--- config.mk ---
export PLATFORM = sky130hd
export DESIGN_NAME = backprop_scheduler
export DESIGN_NICKNAME = d
export VERILOG_FILES = /design/src/rtl/bp_pkg.sv /design/src/rtl/backprop_scheduler.sv
export SDC_FILE = /design/constraint.sdc
export NUM_CORES = 1
export LEC_CHECK = 0
export CORE_MARGIN = 1
export CORE_UTILIZATION = 41
export CTS_CLUSTER_DIAMETER = 30
export CTS_CLUSTER_SIZE = 28
export DETAILED_ROUTE_END_ITERATION = 10
export PLACE_DENSITY_LB_ADDON = 0.25
export SLEW_MARGIN = 20
export SYNTH_ARGS = -nofsm -noshare
export SYNTH_HDL_FRONTEND = slang
export SYNTH_SLANG_ARGS = --single-unit
--- constraint.sdc ---
create_clock -name clk_i -period 4 [get_ports clk_i]
set_clock_uncertainty 0.1 [all_clocks]
set_input_delay 0.4 -clock clk_i [delete_from_list [all_inputs] [get_ports clk_i]]
set_output_delay 0.4 -clock clk_i [all_outputs]
set_load 0.02 [all_outputs]
--- src/rtl/bp_pkg.sv ---
// Shared types and constants for the output-layer backprop scheduler.
// The datapath widths describe the output_backprop instance this block drives.
package bp_pkg;

    typedef enum logic [2:0] {
        ST_IDLE   = 3'd0,
        ST_FETCH  = 3'd1,
        ST_UPDATE = 3'd2,
        ST_WRITE  = 3'd3,
        ST_CLEAR  = 3'd4,
        ST_DONE   = 3'd5
    } bp_state_t;

    localparam int W_WIDTH  = 8;
    localparam int PASS_W   = 8;

    localparam int TARGET_W = 4;
    localparam int FINAL_W  = 19;
    localparam int HIDDEN_W = 10;

endpackage

--- src/rtl/backprop_scheduler.sv ---
// Walks every hidden-to-output weight through the shared output_backprop datapath
// (read, update, write back) and runs the zero-weight sweep on request.
module backprop_scheduler
    import bp_pkg::*;
#(
    parameter int N_HIDDEN = 4,
    parameter int W_WIDTH  = bp_pkg::W_WIDTH,
    parameter int IDX_W    = $clog2(N_HIDDEN)
) (
    input  logic               clk_i,
    input  logic               rst_i,
    input  logic               start_i,
    input  logic               clear_i,
    output logic               busy_o,
    output logic               done_o,
    output logic [PASS_W-1:0]  passes_o,
    output logic [IDX_W-1:0]   raddr_o,
    input  logic [W_WIDTH-1:0] rdata_i,
    output logic               we_o,
    output logic [IDX_W-1:0]   waddr_o,
    output logic [W_WIDTH-1:0] wdata_o,
    output logic [IDX_W-1:0]   hsel_o,
    output logic               dp_en_o,
    output logic [W_WIDTH-1:0] dp_w_o,
    output logic               dp_zero_o,
    input  logic [W_WIDTH-1:0] dp_w_i,
    input  logic               dp_ready_i
);

    localparam logic [IDX_W-1:0] LAST_IDX = IDX_W'(N_HIDDEN - 1);

    bp_state_t         state_q, state_d;
    logic [IDX_W-1:0]  idx_q, idx_d;
    logic [PASS_W-1:0] passes_q, passes_d;
    logic              last_idx;

    always_ff @(posedge clk_i or negedge rst_i) begin
        if (!rst_i) begin
            state_q  <= ST_IDLE;
            idx_q    <= '0;
            passes_q <= '0;
        end else begin
            state_q  <= state_d;
            idx_q    <= idx_d;
            passes_q <= passes_d;
        end
    end

    assign last_idx = (idx_q == LAST_IDX);

    always_comb begin
        state_d   = state_q;
        idx_d     = idx_q;
        passes_d  = passes_q;
        we_o      = 1'b0;
        wdata_o   = '0;
        dp_en_o   = 1'b0;
        dp_w_o    = '0;
        dp_zero_o = 1'b0;
        done_o    = 1'b0;

        case (state_q)
            ST_IDLE: begin
                idx_d = '0;
                if (clear_i) begin
                    state_d = ST_CLEAR;
                end else if (start_i) begin
                    state_d = ST_FETCH;
                end
            end
            ST_FETCH: begin
                state_d = ST_UPDATE;
            end
            ST_UPDATE: begin
                // Read data stays valid while stalled: raddr_o keeps presenting idx.
                dp_en_o = 1'b1;
                dp_w_o  = rdata_i;
                if (dp_ready_i) begin
                    state_d = ST_WRITE;
                end
            end
            ST_WRITE: begin
                we_o    = 1'b1;
                wdata_o = dp_w_i;
                if (last_idx) begin
                    state_d  = ST_DONE;
                    passes_d = passes_q + PASS_W'(1);
                end else begin
                    idx_d   = idx_q + IDX_W'(1);
                    state_d = ST_FETCH;
                end
            end
            ST_CLEAR: begin
                dp_zero_o = 1'b1;
                we_o      = 1'b1;
                if (last_idx) begin
                    state_d  = ST_DONE;
                    passes_d = '0;
                end else begin
                    idx_d = idx_q + IDX_W'(1);
                end
            end
            ST_DONE: begin
                done_o  = 1'b1;
                idx_d   = '0;
                state_d = ST_IDLE;
            end
            default: begin
                idx_d   = '0;
                state_d = ST_IDLE;
            end
        endcase
    end

    assign busy_o   = (state_q != ST_IDLE);
    assign passes_o = passes_q;
    assign raddr_o  = idx_q;
    assign waddr_o  = idx_q;
    assign hsel_o   = idx_q;

endmodule
# Word level (Yosys, flattened, before mapping)
# Cells that the tools add are included.
# Widths: inputs -> output; s select.
dict set report totals {
  ff_bits 13
  elab_cells 42
}
dict set report op_classes {
  n_bitwise 1
  n_eq_ne 11
  n_addsub 2
  n_mux 17
  n_reduce_logical 8
}
# cell count
set ops {}
lappend ops {{$mux 8} 4}
lappend ops {{$pmux 8 s2} 1}
lappend ops {{$mux 3} 5}
lappend ops {{$pmux 3 s5} 1}
lappend ops {{$add 8x1->8 const B} 1}
lappend ops {{$ne 2x2->1 const B} 4}
lappend ops {{$eq 3x2->1 const B} 2}
lappend ops {{$eq 3x3->1 const B} 2}
lappend ops {{$reduce_and 3->1} 2}
lappend ops {{$mux 1} 4}
lappend ops {{$pmux 2 s2} 1}
lappend ops {{$reduce_or 2->1} 2}
lappend ops {{$eq 3x1->1 const B} 1}
lappend ops {{$logic_not 3->1} 1}
lappend ops {{$ne 3x3->1 const B} 1}
lappend ops {{$reduce_bool 3->1} 1}
lappend ops {{$add 2x1->2 const B} 1}
lappend ops {{$eq 2x2->1 const B} 1}
lappend ops {{$mux 2} 1}
lappend ops {{$reduce_and 2->1} 1}
lappend ops {{$reduce_bool 2->1} 1}
lappend ops {{$not 1->1} 1}

# Longest topological paths before layout
# Gate-level depths: netlist (run 1).
dict set report logic_depth {
  ltp_word 4
  mapped_depth 5
  ltp_nobuf 4
}

# Least setup slack after synthesis (run 1)
# No wires, ideal clock.
dict set report synth_path {
  path_type {register to output}
  startpoint {register state_q[1]}
  endpoint {output port we_o}
  stages_incl_launch_ff 4
  arrival_time_ns 1.431
  slack_ns 2.069
  path_buffers 1
  cell_sequence {dfrtp_1 clkbuf_2 nor3b_1 a21o_1}
}
dict set report synth_via {
  elab_chain_cells 3
}
# item line_no
set synth_lines {}
lappend synth_lines {{start, declared} backprop_scheduler.sv:32} ;# bp_state_t state_q, state_d;
lappend synth_lines {{start signal, assigned} backprop_scheduler.sv:43} ;# state_q <= state_d;
lappend synth_lines {{$eq 3x3->1 / $eq 3x2->1 (equally long branches)} backprop_scheduler.sv:62} ;# case (state_q)
lappend synth_lines {{$reduce_or 2->1 (no source line) *} n/a}
lappend synth_lines {{$mux 1 *} backprop_scheduler.sv:62}
lappend synth_lines {{end, declared} backprop_scheduler.sv:19} ;# output logic we_o,
# Mark *: on every way between the ends. The rest lies on a longest branch, timed or not.

# Worst setup path in the final report (run 1)
dict set report layout_path {
  startpoint {register state_q[1]}
  endpoint {output port dp_w_o[5]}
}
dict set report layout_via {
  elab_chain_cells 2
}
# item line_no
set layout_lines {}
lappend layout_lines {{$eq 3x2->1} backprop_scheduler.sv:62}
lappend layout_lines {{$mux 8} backprop_scheduler.sv:62}
lappend layout_lines {{end, declared} backprop_scheduler.sv:24} ;# output logic [W_WIDTH-1:0] dp_w_o,
# Every way passes these cells.

==> impl_metrics.py, run 1 <==
metrics = {
    "status": {
        "run_status": "complete, no violations",
    },
    "logic_synthesis": {
        "avgSynthCellArea_um2": 8.815,
        "synth.ff_latch_count": 13,
        "syn-num-nets": 134,
        "synth_enable_flop_cells": 0,
        "ys_seq_area_share_pct": 33.25,
        "synth_ff_type": "dfrtp_1",
        "synth_area_um2": 978.4,
        "syn-instance-count": 111,
        "synth_warnings": 0,
        "post_synth_num_cell_types": 40,
        "async_flop_share_pct": 100.0,
    },
    "worst_setup_path": {
        "crit_path_end_kind": "output pin",
        "slowest_cell_on_the_critical_path": "dfrtp_1",
        "cp_max_fo": 17,
        "critical_path_required_ps": 3500,
        "crit_chain": "nand2b_1 > nor2_1 > and2_1 > clkdlybuf4s50_1",
        "cp-start-kind": "register",
        "timing_worst_setup_path_type": "register to output pin",
        "critPathMaxStageDelay_ps": 660,
        "critPathArrivalTime_ps": 2230,
    },
    "final_layout": {
        "nets": 183,
        "mostFrequentLayoutCell": "clkdlybuf4s50_1",
        "drive_above_1_share_pct": 5.031,
        "post-route-util_pct": 67.56,
        "antenna_cells_inserted": 0,
        "area_growth_syn_to_layout_pct": 54.22,
        "layout_common_cells": "clkdlybuf4s50_1, dfrtp_1, and2_1, nand2_1, and3_1",
        "layout.filler_cells": 177,
    },
    "sta": {
        "final_sum_of_negative_setup_slack_ps": 0,
        "post_route_hold_slack_ps": 401.6,
        "layout_min_cycle_time_ps": 2734,
        "timing_worst_slew_pin_value_ps": 597.7,
        "maxSlewHeadroom_pct": 60.03,
        "setup_viol": 0,
        "final_worst_path_period_share_pct": 68.35,
        "unrepaired_setup_endpoints_after_global_routing": "false",
        "timing.fmax_mhz": 365.8,
        "report.final.slew_viol_count": 0,
        "final_hold_viol_count": 0,
    },
    "grt": {
        "grt.total_usage_pct": 21.04,
        "grt_pass1_vias": 973,
        "number_of_antenna_violations_at_the_first_check_in_global_routing": 0,
        "grt_overflow": 0,
        "grt_pass1_wl_um": 4105,
        "grt_max_degree": 18,
    },
    "power": {
        "static-leakage-power_nw": 0.6388,
        "cellPowerDensity_nw_per_um2": 423.8,
        "worst_voltage_drop_across_the_vdd_grid_uv": 262.6,
        "totalPowerFinal_uw": 639.4,
    },
    "detailed_routing": {
        "ant_nets": 0,
        "firstDrtPassIters": 4,
        "postRouteWirelength_um": 2442,
        "route.detailed.wl_per_inst_um": 13.06,
        "detail_route.iter0.violations": 24,
        "vias": 980,
        "detail_route.vias_per_cell": 5.241,
        "drt_drc_violations_left": 0,
    },
    "die": {
        "overall_die_height_um": 50.85,
        "initial_core_util_pct": 43.81,
        "total_die_area_um2": 2586,
        "core_region_area_um2": 2233,
        "dieWidth_um": 50.85,
        "io_pins": 56,
        "rows": 17,
    },
    "placed_design": {
        "place.port_buffers": 55,
        "place_hpwl_um": 1898,
        "place_congestion": 0.7514,
    },
    "cts": {
        "post_cts_resized": 0,
        "clock_sink_count": 13,
        "clockBufferDepth": 2,
        "clk-insertion-delay-late_ps": 270,
        "clockRootBuffer": "clkbuf_4",
        "tritoncts.num_buffers": 3,
        "h_tree_depth": 1,
        "worst_setup_hold_path_clk_slew_ps": 70,
        "tritoncts_clock_tree": "built",
        "holdBufCountCts": 0,
        "cts_setup_buffers": 0,
    },
    "min_path": {
        "hp-class": "input port to asynchronous set/reset pin",
    },
    "run": {
        "max-cap-violations": 0,
    },
}
==> flip-flops by register name, indices dropped and copies added (netlist names) <==
signal	flops
hsel_o	2
passes_o	8
state_q	3
==> synthesized netlist by cell type (all sizes together), types with 3 or more instances <==
master   n  share of area [%]
mux2i    3                3.1
inv      5                1.9
nor2     7                2.7
and3     8                5.1
nand2    9                3.5
nand2b   4                2.6
buf      8                7.0
a21oi    4                2.0
o21ai    5                2.6
nor3     3                1.5
dfrtp   13                 33
clkbuf   3                1.3
and2    12                7.9
==> worst max-delay path, delay by kind of cell (launching register included) <==
kind                   cells  cell delay [ps]
flip-flops                 1              660
buffers and inverters      1              610
AND/OR/NAND/NOR            3              700
==> report_power, final <==
group	internal, mW	switching, mW	total, mW	leakage, nW
Sequential	0.152	0.0562	0.208	0.175
Combinational	0.175	0.176	0.352	0.449
Clock	0.0386	0.0412	0.0798	0.0150
Total	0.366	0.274	0.639	0.639
==> metal layers <==
| layer | up-vias | part of all wire [%] | GRT usage (%) |
|---|---|---|---|
| met2 | 42 | 52 | 35.33 |
| li1 | 483 | - | - |
| met3 | 2 | 5.9 | 5.060 |
| met4 | 0 | 0.41 | 6.481 |
| met5 | - | 0 | 0 |
| met1 | 453 | 42 | 26.53 |
==> stage by stage <==
stage	cell area, µm²	setup slack, ps	instances
4_1_cts	1509	1252	187
3_5_place_dp	1483	1579	183
3_3_place_gp	1483	1669	183
2_1_floorplan	978.4	2069	111
5_1_grt	1509	1049	187
6_report	1509	1266	187
==> final cells by class <==
class | count | area (µm²) | area share (%)
multi-input combinational | 82 | 553.0 | 36.65
timing repair buffer | 55 | 550.5 | 36.48
sequential | 13 | 325.3 | 21.56
tap | 28 | 35.03 | 2.322
clock buffer | 4 | 26.28 | 1.741
inverter | 5 | 18.77 | 1.244
==> kinds of logic after synthesis <==
family | share of synthesized area [%]
and+or+nand+nor | 35.81
AOI/OAI and AO/OA | 14.20
buffers and inverters | 10.23
DFF | 33.25
muxes | 3.069
adders and majority gates | 2.557
xor gates and xnor gates | 0.8953
==> final timing paths <==
| check | start | end | slack (ps) | cells after the start |
|---|---|---|---|---|
| worst max-delay path | state_q[1]$_DFFE_PN0P_ | dp_w_o[5] | 1270 | 4 |
| worst min-delay path | rst_i | passes_o[6]$_DFFE_PN0P_ | 400 | 1 |
| worst max register to register | hsel_o[0]$_DFFE_PN0P_ | passes_o[4]$_DFFE_PN0P_ | 2040 | 4 |
| worst min register to register | passes_o[6]$_DFFE_PN0P_ | passes_o[6]$_DFFE_PN0P_ | 410 | 1 |
| max in group asynchronous | rst_i | passes_o[1]$_DFFE_PN0P_ | 3010 | 1 |
| min in group clk_i | passes_o[6]$_DFFE_PN0P_ | passes_o[6]$_DFFE_PN0P_ | 410 | 1 |
Note: power is estimated with default switching activity, not from simulation.
==> run 2, diff against run 1 <==
CORE_UTILIZATION = 34   (was 41)
clock period = 2.42 ns   (was 4 ns; I/O delays follow)
==> impl_metrics.py, run 2 (synthesis gave the netlist of run 1 again) <==
metrics = {
    "status": {
        "run_status": "complete, no violations",
    },
    "cts": {
        "clock_sink_count": 13,
        "clockRootBuffer": "clkbuf_4",
        "clk-insertion-delay-late_ps": 280,
        "tritoncts.num_buffers": 3,
        "h_tree_depth": 1,
        "tritoncts_clock_tree": "built",
        "worst_setup_hold_path_clk_slew_ps": 80,
        "cts_setup_buffers": 0,
        "clockBufferDepth": 2,
    },
    "sta": {
        "timing_worst_slew_pin_value_ps": 598.6,
        "setup_viol": 0,
        "timing.fmax_mhz": 427.8,
        "unrepaired_setup_endpoints_after_global_routing": "true",
        "final_worst_path_period_share_pct": 96.60,
        "layout_min_cycle_time_ps": 2338,
        "maxSlewHeadroom_pct": 59.97,
        "final_hold_viol_count": 0,
        "report.final.slew_viol_count": 0,
    },
    "power": {
        "sequentialPowerShare_pct": 30.1,
        "netSwitchingPower_uw": 459.9,
        "cellPowerDensity_nw_per_um2": 703.8,
        "static-leakage-power_nw": 0.6493,
        "totalPowerFinal_mw": 1.077,
        "share_clk_of_total_power_pct": 12.8,
        "comb_power_share_pct": 57.1,
        "intPower_uw": 617.1,
        "worst_voltage_drop_across_the_vdd_grid_uv": 381.8,
        "switching_share_pct": 42.71,
    },
    "die": {
        "overall_die_height_um": 55.65,
        "rows": 19,
        "core_region_area_um2": 2734,
        "io_pins": 56,
        "initial_core_util_pct": 35.79,
        "total_die_area_um2": 3096,
        "dieWidth_um": 55.65,
    },
    "worst_setup_path": {
        "critPathArrivalTime_ps": 2000,
        "total_number_of_cells_along_the_worst_setup_path": 3,
        "rr_worst_depth": 4,
        "crit-reg2reg-capture": "passes_o[4]$_DFFE_PN0P_",
        "reg2reg_slack_ps": 500,
        "timing.critical_path.buf_inv": 1,
        "cp_max_fo": 12,
        "regToRegStartpoint": "hsel_o[0]$_DFFE_PN0P_",
        "timing_worst_setup_path_type": "register to output pin",
        "worstSetupStartpoint": "state_q[2]$_DFFE_PN0P_",
        "slowest_cell_on_the_critical_path": "clkdlybuf4s50_1",
        "capturing_instance_or_port_of_the_critical_path": "we_o",
        "critical_path_required_ps": 2080,
        "crit_chain": "nor3b_1 > a21o_1 > clkdlybuf4s50_1",
        "critical-path-top-delay-family": "buffers and inverters",
        "critPathMaxStageDelay_ps": 600,
        "crit_path_end_kind": "output pin",
        "cp-start-kind": "register",
    },
    "final_layout": {
        "largest_register_ffs": 8,
        "layout_common_cells": "clkdlybuf4s50_1, dfrtp_1, and2_1, nand2_1, and3_1",
        "final-instance-count-excl-fill": 192,
        "antenna_cells_inserted": 0,
        "mostFrequentLayoutCell": "clkdlybuf4s50_1",
        "drive_above_1_share_pct": 6.832,
        "area_growth_syn_to_layout_pct": 56.39,
        "nets": 185,
        "finalInstanceArea_um2": 1530,
        "layout.filler_cells": 230,
    },
    "placed_design": {
        "placed_cell_area_um2": 1501,
        "place_congestion": 0.7756,
        "placed_cells_incl_taps": 188,
        "place.port_buffers": 55,
        "place_hpwl_um": 1892,
    },
    "run": {
        "max-cap-violations": 0,
    },
    "detailed_routing": {
        "detail_route.vias_per_cell": 5.125,
        "vias": 984,
        "postRouteWirelength_um": 2472,
        "drt_drc_violations_left": 0,
        "detail_route.iter0.violations": 15,
        "route.detailed.wl_per_inst_um": 12.88,
        "firstDrtPassIters": 4,
        "ant_nets": 0,
    },
    "grt": {
        "grt_overflow": 0,
        "number_of_antenna_violations_at_the_first_check_in_global_routing": 0,
        "grt_pass1_wl_um": 4153,
        "grt_max_degree": 15,
        "grt_pass1_vias": 921,
        "grt.total_usage_pct": 16.87,
    },
    "min_path": {
        "hp-class": "input port to asynchronous set/reset pin",
    },
}
run 2: cell count changes in the layout (fill, tap and decap cells not counted):
cell	delta
nor2_2	+1
nor2_1	-1
buf_4	+2
run 2: worst register-to-register path, stage by stage (launching register included):
cell and delay, ps:
dfrtp_1 490, ha_1 400, nand4b_1 240, or4b_1 510, o211ai_1 100
run 2: per-layer routing:
layer	wire length, µm	GRT usage [%]	part of all wire [%]
met2	1259	29.26	51
met3	114	3.953	4.6
met4	12	4.643	0.49
met1	1085	20.92	44
met5	0	0	0
run 2: what timing repair did:
| action | CTS | global route |
|---|---|---|
| setup endpoints to repair | 0 | 10 |
| gates resized for setup | 0 | 1 |
| hold buffers | 0 | 0 |
run 2: cell type report:
| cell class | instances | area, µm² | area share [%] |
|---|---|---|---|
| multi-input combinational | 82 | 555.5 | 36.30 |
| inverter | 5 | 18.77 | 1.226 |
| clock buffer | 4 | 26.28 | 1.717 |
| tap | 31 | 38.79 | 2.535 |
| timing repair buffer | 57 | 565.5 | 36.96 |
| sequential | 13 | 325.3 | 21.26 |
run 2: worst min-delay path by stage:
stage | from | end | slack (ps) | cells past startpoint
after floorplan | rst_i | hsel_o[0]$_DFFE_PN0P_ | -150 | 0
after global placement | passes_o[6]$_DFFE_PN0P_ | passes_o[6]$_DFFE_PN0P_ | 380 | 1
after detailed placement | passes_o[5]$_DFFE_PN0P_ | passes_o[5]$_DFFE_PN0P_ | 400 | 1
after CTS | rst_i | passes_o[3]$_DFFE_PN0P_ | 250 | 1
after global routing | rst_i | passes_o[5]$_DFFE_PN0P_ | 280 | 1
final | rst_i | passes_o[4]$_DFFE_PN0P_ | 230 | 1
run 2: power groups by stage:
| stage | registers [mW] | clock network (mW) | logic [mW] |
|---|---|---|---|
| finish | 0.325 | 0.137 | 0.615 |
| global route | 0.334 | 0.152 | 0.666 |
| CTS | 0.323 | 0.139 | 0.619 |
| detailed placement | 0.329 | 0 | 0.614 |
| global placement | 0.322 | 0 | 0.608 |
| floorplan | 0.307 | 0 | 0.429 |
run 2: metrics by stage:
stage | setup WS, ps | TNS, ps | utilization (%) | hold slack, ps
after global routing | -55.86 | -374.8 | 55.97 | 279.1
after floorplan | 647.3 | 0 | - | -153.6
after global placement | 371.5 | 0 | 54.92 | 384.1
after detailed placement | 322.6 | 0 | 54.92 | 399.0
final | 82.32 | 0 | 55.97 | 230.9
after CTS | 6.256 | 0 | 55.88 | 252.1
